File: config.mk
export PLATFORM = sky130hd
export DESIGN_NAME = axis_pkt_len_tagger
export DESIGN_NICKNAME = d
export VERILOG_FILES = /design/src/rtl/axis_pkt_len_tagger.sv
export SDC_FILE = /design/constraint.sdc
export NUM_CORES = 1
export LEC_CHECK = 0
export BUFFER_PORTS_ARGS = -buffer_cell sky130_fd_sc_hd__buf_4
export CAP_MARGIN = 25
export CELL_PAD_IN_SITES_DETAIL_PLACEMENT = 1
export CELL_PAD_IN_SITES_GLOBAL_PLACEMENT = 1
export CORE_UTILIZATION = 37
export DETAILED_ROUTE_END_ITERATION = 8
export HOLD_SLACK_MARGIN = 0.1
export PLACE_DENSITY_LB_ADDON = 0.1
export SLEW_MARGIN = 20
export SYNTH_ARGS = -nofsm -noshare
export SYNTH_HDL_FRONTEND = slang
export SYNTH_SLANG_ARGS = --single-unit
export TNS_END_PERCENT = 100
File: constraint.sdc
create_clock -name clk -period 3 [get_ports clk]
set_input_delay 0 -clock clk [delete_from_list [all_inputs] [get_ports clk]]
set_output_delay 0 -clock clk [all_outputs]
set_load 0.1 [all_outputs]
File: src/rtl/axis_pkt_len_tagger.sv
// axis_pkt_len_tagger: registered AXI-Stream pass-through that counts the
// valid words of each packet, emits the count on a side stream, checks tkeep.
module axis_pkt_len_tagger #(
  parameter int WORD_W = 8,
  parameter int WORDS  = 4,
  parameter int LEN_W  = 16
) (
  input  logic                      clk,
  input  logic                      rst,
  input  logic [WORDS*WORD_W-1:0]   s_axis_tdata,
  input  logic [WORDS-1:0]          s_axis_tkeep,
  input  logic                      s_axis_tlast,
  input  logic                      s_axis_tvalid,
  output logic                      s_axis_tready,
  output logic [WORDS*WORD_W-1:0]   m_axis_tdata,
  output logic [WORDS-1:0]          m_axis_tkeep,
  output logic                      m_axis_tlast,
  output logic                      m_axis_tvalid,
  input  logic                      m_axis_tready,
  output logic [LEN_W-1:0]          m_len_tdata,
  output logic                      m_len_tvalid,
  input  logic                      m_len_tready,
  output logic                      err_keep,
  output logic                      err_ovf
);

  localparam logic [LEN_W:0] MAX = {1'b0, {LEN_W{1'b1}}};

  logic [WORDS*WORD_W-1:0] data_q;
  logic [WORDS-1:0]        keep_q;
  logic                    last_q;
  logic                    vld_q;
  logic [LEN_W-1:0]        len_q;
  logic                    len_vld_q;
  logic [LEN_W:0]          acc_q;
  logic [LEN_W:0]          acc_d;
  logic                    ekeep_q;
  logic                    eovf_q;

  logic [LEN_W:0]          pcnt;
  logic [LEN_W:0]          sum;
  logic                    clamp;
  logic [WORDS-1:0]        keep_p1;
  logic                    keep_ok;
  logic                    fire;

  // Words in this beat: popcount of tkeep.
  always_comb begin
    pcnt = '0;
    for (int k = 0; k < WORDS; k++) begin
      pcnt = pcnt + (LEN_W+1)'(s_axis_tkeep[k]);
    end
  end

  // Running sum, clamped to the largest reportable length.
  always_comb begin
    sum   = acc_q + pcnt;
    clamp = (sum > MAX);
    acc_d = clamp ? MAX : sum;
  end

  // Last beat needs a nonzero run of ones from bit 0; others need all ones.
  always_comb begin
    keep_p1 = s_axis_tkeep + WORDS'(1);
    if (s_axis_tlast) begin
      keep_ok = (|s_axis_tkeep) &&
                ((s_axis_tkeep & keep_p1) == '0);
    end else begin
      keep_ok = &s_axis_tkeep;
    end
  end

  assign s_axis_tready = !rst &&
                         (!vld_q || m_axis_tready) &&
                         (!s_axis_tlast || !len_vld_q ||
                          m_len_tready);
  assign fire = s_axis_tvalid && s_axis_tready;

  assign m_axis_tdata  = data_q;
  assign m_axis_tkeep  = keep_q;
  assign m_axis_tlast  = last_q;
  assign m_axis_tvalid = vld_q;
  assign m_len_tdata   = len_q;
  assign m_len_tvalid  = len_vld_q;
  assign err_keep      = ekeep_q;
  assign err_ovf       = eovf_q;

  // Output beat register, length slot, accumulator and sticky errors.
  always_ff @(posedge clk) begin
    if (rst) begin
      data_q    <= '0;
      keep_q    <= '0;
      last_q    <= 1'b0;
      vld_q     <= 1'b0;
      len_q     <= '0;
      len_vld_q <= 1'b0;
      acc_q     <= '0;
      ekeep_q   <= 1'b0;
      eovf_q    <= 1'b0;
    end else begin
      if (m_axis_tready) begin
        vld_q <= 1'b0;
      end
      if (m_len_tready) begin
        len_vld_q <= 1'b0;
      end
      if (fire) begin
        data_q <= s_axis_tdata;
        keep_q <= s_axis_tkeep;
        last_q <= s_axis_tlast;
        vld_q  <= 1'b1;
        if (!keep_ok) begin
          ekeep_q <= 1'b1;
        end
        if (clamp) begin
          eovf_q <= 1'b1;
        end
        if (s_axis_tlast) begin
          len_q     <= acc_d[LEN_W-1:0];
          len_vld_q <= 1'b1;
          acc_q     <= '0;
        end else begin
          acc_q <= acc_d;
        end
      end
    end
  end

endmodule

---- After elaboration in Yosys (flattened, before gate mapping) ----
Cells that the tools add are included.
storage, ports and cells
  bits in registers ....................... 74
  word-level logic and storage cells ...... 43
  input bits .............................. 42
  output and inout port bits .............. 58
cells by class
  muxes and demuxes ....................... 8
  bitwise logic cells ..................... 2
  order comparisons ....................... 1
  reductions and logical operators ........ 18
  add/subtract/negate cells ............... 5
operators by type and width
  operator                                                                            count
  17-bit two-way mux                                                                  2
  17-bit by 4-bit adder with 17-bit output                                            1
  17-bit by 16-bit greater-than comparator with 1-bit output (second input constant)  1
  1-bit two-way mux                                                                   6
  2-bit AND reduction                                                                 3
  3-bit by 1-bit adder with 4-bit output                                              1
  4-bit by 1-bit adder with 4-bit output (second input constant)                      1
  4-bit bitwise AND                                                                   1
  1-bit logical AND                                                                   4
  1-bit logical NOT                                                                   4
  4-bit logical NOT                                                                   1
  4-bit AND reduction                                                                 1
  4-bit OR reduction                                                                  1
  2-bit by 1-bit adder with 3-bit output                                              1
  1-bit logical OR                                                                    3
  1-bit by 1-bit adder with 2-bit output                                              1
  2-bit nonzero test                                                                  1
  1-bit NOT                                                                           1

---- Longest topological paths before layout ----
Gate-level depths: netlist of run 1.
  depth in word-level cells ............... 7
  mapped depth ............................ 12
  gate-level depth less buffers ........... 10

---- Worst setup path before layout of run 1 ----
Ideal clock, no wire load.
  path kind ............................... reg2out
  start point ............................. reg len_vld_q (netlist: m_len_tvalid)
  end point ............................... out s_axis_tready
  data required time ...................... 3.000 ns
  setup slack ............................. -0.055 ns
  buffers on the path ..................... 0
  stages on the path, launching flop included .. 3
  data arrival time ....................... 3.055 ns
  cells stage by stage .................... dfxtp_1 and3b_1 nor3_1
on the way
  cells in the longest elaborated chain, start to end .. 4
RTL lines
  element                         line  text
  start: declaration              34    logic len_vld_q;
  start signal: assignment        96    len_vld_q <= 1'b0;
  start signal: assignment        105   len_vld_q <= 1'b0;
  start signal: assignment        120   len_vld_q <= 1'b1;
  1-bit logical NOT               75    (!s_axis_tlast || !len_vld_q ||
  1-bit logical OR (2 in series)  75
  1-bit logical AND               74    (!vld_q || m_axis_tready) &&
  end: declaration                14    output logic s_axis_tready,
No other way between the ends.

---- Final worst setup path of run 1 ----
  start point ............................. in s_axis_tkeep[2]
  end point ............................... reg len_q[4] (netlist: m_len_tdata[4])
on the way
  cells in the longest elaborated chain, start to end .. 5
RTL lines
  element                                                     line  text
  start: declaration                                          11    input logic [WORDS-1:0] s_axis_tkeep,
  2-bit by 1-bit adder with 3-bit output *                    51    pcnt = pcnt + (LEN_W+1)'(s_axis_tkeep[k]);
  3-bit by 1-bit adder with 4-bit output *                    51
  17-bit by 4-bit adder with 17-bit output *                  57    sum = acc_q + pcnt;
  17-bit by 16-bit greater-than comparator with 1-bit output  58    clamp = (sum > MAX);
  17-bit two-way mux *                                        59    acc_d = clamp ? MAX : sum;
  end signal: assignment                                      119   len_q <= acc_d[LEN_W-1:0];
  end: declaration                                            33    logic [LEN_W-1:0] len_q;
Mark *: on every way between the ends. The rest lies on a longest branch, timed or not.
A chain may end at the register's enable or synchronous reset.

==> run_results.csv, run 1 <==
group,metric,value,unit
timing,hold_slack,0.148,ns
finish,final_common_cell,"buf_4",
finish,nets,579,
power,share_comb_of_total_power,22.0,%
yosys,synth_nets,450,
global_routing,grt_pass1_wl,17100,um
power,leakage,1.93,nW
timing,finalSetupViolations,0,
finish,final_cell_mix,"buf_4 (111), nand2_1 (80), dfxtp_1 (74)",
timing,slew-limit-headroom,48.0,%
clock_network,cts_root_buffer,"clkbuf_8",
yosys,ys_seq_elements,74,
clock_network,clk_latency,0.35,ns
timing,rsz0062_at_grt,"no",
worst_hold_path,hold_path_class,"in2reg",
route,viasPerCell,5.16,
power,peakVddDrop,0.278,mV
setup_path,cp.arrival,2.79,ns
global_routing,globalRouteMet3Util,4.53,%
timing,post-route-period-util,86.4,%
global_routing,grt.total_usage,22.6,%
global_routing,grt_most_used_layer,"met2",
finish,fillers,1060,
global_routing,antenna_found_initial,0,
floorplanning,io_pins,100,
status,status,"finished, final reports clean",
placement,placedCellCount,588,
timing,fin_setup_tns,0,ns
yosys,synth_edf_count,0,
timing,drv_slew,0,
finish,area_growth,44.4,%
timing,period_minus_slack,2.59,ns
clock_network,h-tree-depth,3,
power,power,2.67,mW
finish,diodes,0,
clock_network,cts_buffers,9,
global_routing,grt_pass1_vias,3470,
timing,fin_skew,0.00886,ns
yosys,synth.avg_cell_area,8.35,um^2
timing,timing_hold_violations_final,0,
yosys,synth_area,3350,um^2
global_routing,grt_max_degree,67,
route,drt-initial-drc-count,55,
setup_path,crit_required,3.19,ns
route,vias,3318,
yosys,yosysSeqAreaShare,44.2,%
route,wl_per_cell,16.0,um
yosys,netlist_instances,401,
placement,gp_congestion,0.826,
power,pwr-share-clk,38.9,%
finish,drive_gt1_share,26.9,%
finish,multiInputGateArea,1680,um^2
floorplanning,dieArea,9440,um^2
timing,fmax,386,MHz
yosys,synth_warnings,0,
route,drtAntennaViolNets,0,
setup_path,worstPathMaxFanout,15,
placement,io_buffers,99,
power,seq_power_share,39.0,%
floorplanning,die_h,97.1,um
yosys,synthFlopType,"dfxtp_1",
setup_path,path_class,"in2reg",
clock_network,cts_buffer_depth,2,
yosys,async_reset_ff_share,0,%
global_routing,grt.overflow.total,0,
setup_path,endpoint_kind,"flop",
job,maxCapViolations,0,
clock_network,cts_sinks,74,
clock_network,cts.clk_slew.worst_paths,0.08,ns
power,switching_share,30.6,%
floorplanning,start_util,38.2,%
yosys,synth_cell_types,55,
finish,final_cells,643,
global_routing,grt_use_met1,27.2,%
route,dr.pass1.iters,4,
floorplanning,rows,34,
setup_path,startpoint_type,"input port",
route,totalWireLength,10300,um
placement,detailed_place_hpwl,6460,um
power,p_switching,818,uW
clock_network,cts_resized,0,
power,intPower,1.85,mW
power,p_per_area,552,nW/um^2
timing,worst_slew_pin_slew,0.777,ns
finish,seq_area,1480,um^2
route,drc,0,
floorplanning,core_region_area,8760,um^2
global_routing,grt_use_met2,39.2,%
clock_network,cts_tree,"done",
floorplanning,die_x,97.1,um
-- sequential cells by signal, summed over array words and instances, names as in the netlist --
name           cells
m_len_tvalid       1
acc_q             17
m_axis_tlast       1
m_len_tdata       16
m_axis_tvalid      1
m_axis_tdata      32
err_ovf            1
err_keep           1
m_axis_tkeep       4
-- cell type report --
| type | count | share of cell area, % |
|---|---|---|
| well taps | 108 | 2.79 |
| repair buffers | 150 | 25.3 |
| inverters | 14 | 1.09 |
| multi-input cells | 281 | 34.7 |
| clock buffers | 11 | 2.92 |
| flip-flops and latches | 74 | 30.6 |
| clock inverters | 5 | 2.59 |
-- per-layer routing --
| metal | up-vias | wire length (um) |
|---|---|---|
| li1 | 1641 | - |
| met1 | 1592 | 4560 |
| met2 | 72 | 5110 |
| met3 | 13 | 424 |
| met4 | 0 | 175 |
| met5 | - | 0 |
-- cell families after synthesis --
kind of cell,after synthesis,share of synthesized area [%]
and+or+nand+nor,166,23.7
AOI/OAI and AO/OA,94,18.8
DFF,74,44.2
buffers and inverters,46,6.28
xor gates and xnor gates,12,3.14
adders and majority gates,7,3.29
muxes,2,0.598
-- synthesized netlist by cell type, types with 3 or more instances --
library cell / instances / area [um^2]
nand2_1: 80 / 300
o21ai_0: 10 / 50.1
a311oi_1: 9 / 78.8
xor2_1: 3 / 26.3
a21oi_1: 46 / 230
nor2_1: 31 / 116
nand3_1: 5 / 25.0
dfxtp_1: 74 / 1480
clkbuf_1: 16 / 60.1
buf_1: 4 / 15.0
a211oi_1: 5 / 37.5
buf_2: 6 / 30.0
buf_4: 4 / 30.0
nand2b_1: 4 / 25.0
nand4_1: 6 / 37.5
nor4_1: 8 / 50.1
o32ai_1: 3 / 26.3
ha_1: 4 / 50.1
inv_1: 14 / 52.6
xnor2_1: 9 / 78.8
fa_1: 3 / 60.1
nor3_1: 11 / 55.1
-- power by group through the flow --
stage                     sequential, mW  combinational [mW]  clock, mW
after CTS                           1.04               0.589       1.07
after floorplan                     1.32               0.140          0
after global routing                1.05               0.620       1.11
after detailed placement            1.07               0.546          0
after global placement              1.06               0.538          0
final                               1.04               0.588       1.04
-- path summary, 6_finish.rpt --
kind | from | endpoint | slack [ns] | cells past startpoint
worst min-delay path | s_axis_tkeep[3] | err_keep | 0.15 | 5
worst max register to register | acc_q[0] | m_len_tdata[4] | 0.41 | 11
worst max-delay path | s_axis_tkeep[2] | m_len_tdata[4] | 0.41 | 13
worst min register to register | m_axis_tkeep[3] | m_axis_tkeep[3] | 0.46 | 2
-- repair_timing --
item	in CTS	in global routing
hold endpoints to repair	41	0
setup buffers	0	0
hold buffers	39	0
-- metrics by stage --
stage | setup WS, ns | cell area, um^2 | util [%]
after floorplan | 0.518 | 3350 | -
after global placement | 0.262 | 4180 | 47.7
after detailed placement | 0.146 | 4180 | 47.7
after CTS | 0.423 | 4840 | 55.2
after global routing | 0.276 | 4840 | 55.2
final | 0.408 | 4840 | 55.2
-- critical path: stages --
cell and delay [ns]:
dlygate4sd3_1 0.54, buf_4 0.15, inv_1 0.08, fa_1 0.20, inv_1 0.06, fa_1 0.47, nand4_1 0.19, nor2_2 0.07
buf_4 0.16, and3_1 0.18, buf_4 0.18, nor2_4 0.34, a311oi_1 0.17
Note: power is estimated with default switching activity, not from simulation.
==> inputs of run 2 (changes only) <==
--- a/config.mk
+++ b/config.mk
@@ -7,8 +7,9 @@
 export LEC_CHECK = 0
 export BUFFER_PORTS_ARGS = -buffer_cell sky130_fd_sc_hd__buf_4
 export CAP_MARGIN = 25
-export CELL_PAD_IN_SITES_DETAIL_PLACEMENT = 1
+export CELL_PAD_IN_SITES_DETAIL_PLACEMENT = 0
 export CELL_PAD_IN_SITES_GLOBAL_PLACEMENT = 1
+export CORE_MARGIN = 1.5
 export CORE_UTILIZATION = 37
 export DETAILED_ROUTE_END_ITERATION = 8
 export HOLD_SLACK_MARGIN = 0.1
==> run_results.csv, run 2 (synthesis results as in run 1) <==
group,metric,value,unit
global_routing,grt_pass1_vias,3085,
timing,setup_slack,0.177,ns
placement,detailed_place_hpwl,5720,um
clock_network,cts.clk_slew.worst_paths,0.09,ns
route,dr.pass1.iters,4,
finish,nets,583,
finish,drive_gt1_share,27.5,%
route,vias,3282,
placement,gp_congestion,0.840,
floorplanning,die_h,98.1,um
setup_path,r2r_slack,0.63,ns
timing,fin_setup_tns,0,ns
floorplanning,rows,34,
route,drt-initial-drc-count,78,
route,totalWireLength,9250,um
setup_path,crit_chain,"dlygate4sd3_1 > buf_4 > fa_1 > inv_1 > fa_1 > inv_1 > fa_1 > nand4_1 > nor2_4 > buf_4 > a21oi_2 > buf_4 > nor4_1 > nor3_1",
power,power,2.73,mW
global_routing,antenna_found_initial,0,
job,maxCapViolations,0,
setup_path,max_stage_delay,0.55,ns
finish,final_common_cell,"buf_4",
timing,slew-limit-headroom,50.0,%
global_routing,grt.overflow.total,0,
clock_network,cts_buffers,9,
power,p_per_area,554,nW/um^2
worst_hold_path,min_to,"err_keep",
timing,rsz0062_at_grt,"no",
finish,fillers,849,
placement,io_buffers,99,
clock_network,cts_tree,"done",
finish,seq_area,1480,um^2
finish,diodes,0,
finish,final_cell_mix,"buf_4 (112), nand2_1 (80), dfxtp_1 (74)",
global_routing,grt_max_degree,67,
timing,post-route-period-util,94.1,%
timing,drv_slew,0,
timing,period_minus_slack,2.82,ns
setup_path,worstPathMaxFanout,7,
floorplanning,die_x,98.1,um
floorplanning,core_region_area,8760,um^2
setup_path,r2r-start,"acc_q[0]",
power,peakVddDrop,0.269,mV
clock_network,cts_buffer_depth,2,
power,leakage,1.96,nW
timing,worst_slew_pin_slew,0.750,ns
setup_path,endpoint_kind,"flop",
clock_network,cts_sinks,74,
route,drtAntennaViolNets,0,
setup_path,startpoint_type,"input port",
timing,fmax,354,MHz
timing,finalSetupViolations,0,
setup_path,cp_slowest_cell,"dlygate4sd3_1",
route,viasPerCell,5.07,
placement,dp_worst_setup_slack,0.172,ns
timing,timing_hold_violations_final,0,
worst_hold_path,min_from,"s_axis_tkeep[0]",
worst_hold_path,worstHoldPathCells,5,
clock_network,clk_latency,0.35,ns
setup_path,cp.arrival,3.07,ns
global_routing,grt_pass1_wl,15000,um
finish,area_growth,47.1,%
timing,fin_skew,0.0148,ns
finish,largest_reg_flops,32,
setup_path,reg2reg_depth,11,
finish,multiInputGateArea,1700,um^2
clock_network,h-tree-depth,3,
route,drc,0,
clock_network,cts_root_buffer,"clkbuf_8",
setup_path,r2r-end,"m_len_tdata[10]",
route,wl_per_cell,14.3,um
floorplanning,start_util,38.2,%
setup_path,path_class,"in2reg",
worst_hold_path,hold_path_class,"in2reg",
setup_path,crit_required,3.25,ns
floorplanning,io_pins,100,
floorplanning,dieArea,9630,um^2
global_routing,grt.total_usage,19.2,%
status,status,"finished, final reports clean",
==> run 2: changes by cell type in the layout (fill, tap and decap cells not counted) <==
cell	previous run	this run
clkinv_2	1	0
buf_12	0	2
clkbuf_8	10	9
and3_4	0	1
and3_1	2	1
a21oi_4	0	1
nor2_4	1	2
buf_4	111	112
clkbuf_1	1	2
nor2_2	1	0
bufinv_16	4	5
==> run 2: timing repair <==
action | in CTS | in global routing
buffers inserted | 0 | 3
hold endpoints to repair | 41 | 0
setup endpoints to repair | 0 | 30
hold buffers | 39 | 0
gates resized for setup | 0 | 4
==> run 2: layout make-up <==
cell class	count	share of cell area, %
well taps	108	2.74
repair buffers	153	25.8
clock inverters	5	3.05
flip-flops and latches	74	30.1
clock buffers	11	2.67
multi-input cells	282	34.6
inverters	14	1.07
==> run 2: worst max-delay path, delay by kind of cell <==
family | cells | cell delay [ns]
compound gates | 1 | 0.12
fa+ha+maj | 3 | 1.03
buf+inv | 6 | 1.18
simple gates | 4 | 0.75
==> run 2: per-layer routing <==
metal  wire length, um  track usage, %  vias up
li1                  -               -     1654
met1              4060            25.0     1524
met2              4540            31.4       94
met3               554            4.08       10
met4                86            7.04        0
met5                 0               0        -
==> run 2: report_power, final <==
| group | internal, mW | total (mW) | switching [mW] |
|---|---|---|---|
| clock network | 0.722 | 1.11 | 0.384 |
| logic | 0.172 | 0.580 | 0.408 |
| registers | 1.02 | 1.04 | 0.0202 |
==> run 2: worst max-delay path by stage <==
stage	from	endpoint	slack, ns	cells after the start
6_report	s_axis_tkeep[3]	acc_q[3]	0.18	14
5_1_grt	s_axis_tkeep[3]	acc_q[12]	0.009	13
4_1_cts	s_axis_tkeep[3]	acc_q[9]	0.01	13
3_5_place_dp	s_axis_tkeep[0]	acc_q[9]	0.17	12
3_3_place_gp	s_axis_tkeep[0]	m_len_tdata[2]	0.26	12
2_1_floorplan	s_axis_tkeep[0]	acc_q[10]	0.52	11
==> run 2: per-stage QoR <==
| step | hold WS [ns] | util (%) | area [um^2] | std cells |
|---|---|---|---|---|
| after CTS | 0.202 | 55.7 | 4880 | 643 |
| final | 0.208 | 56.2 | 4930 | 647 |
| after detailed placement | 0.255 | 48.0 | 4210 | 588 |
| after global routing | 0.262 | 56.2 | 4930 | 647 |
| after global placement | 0.247 | 48.0 | 4210 | 588 |
| after floorplan | 0.136 | - | 3350 | 401 |
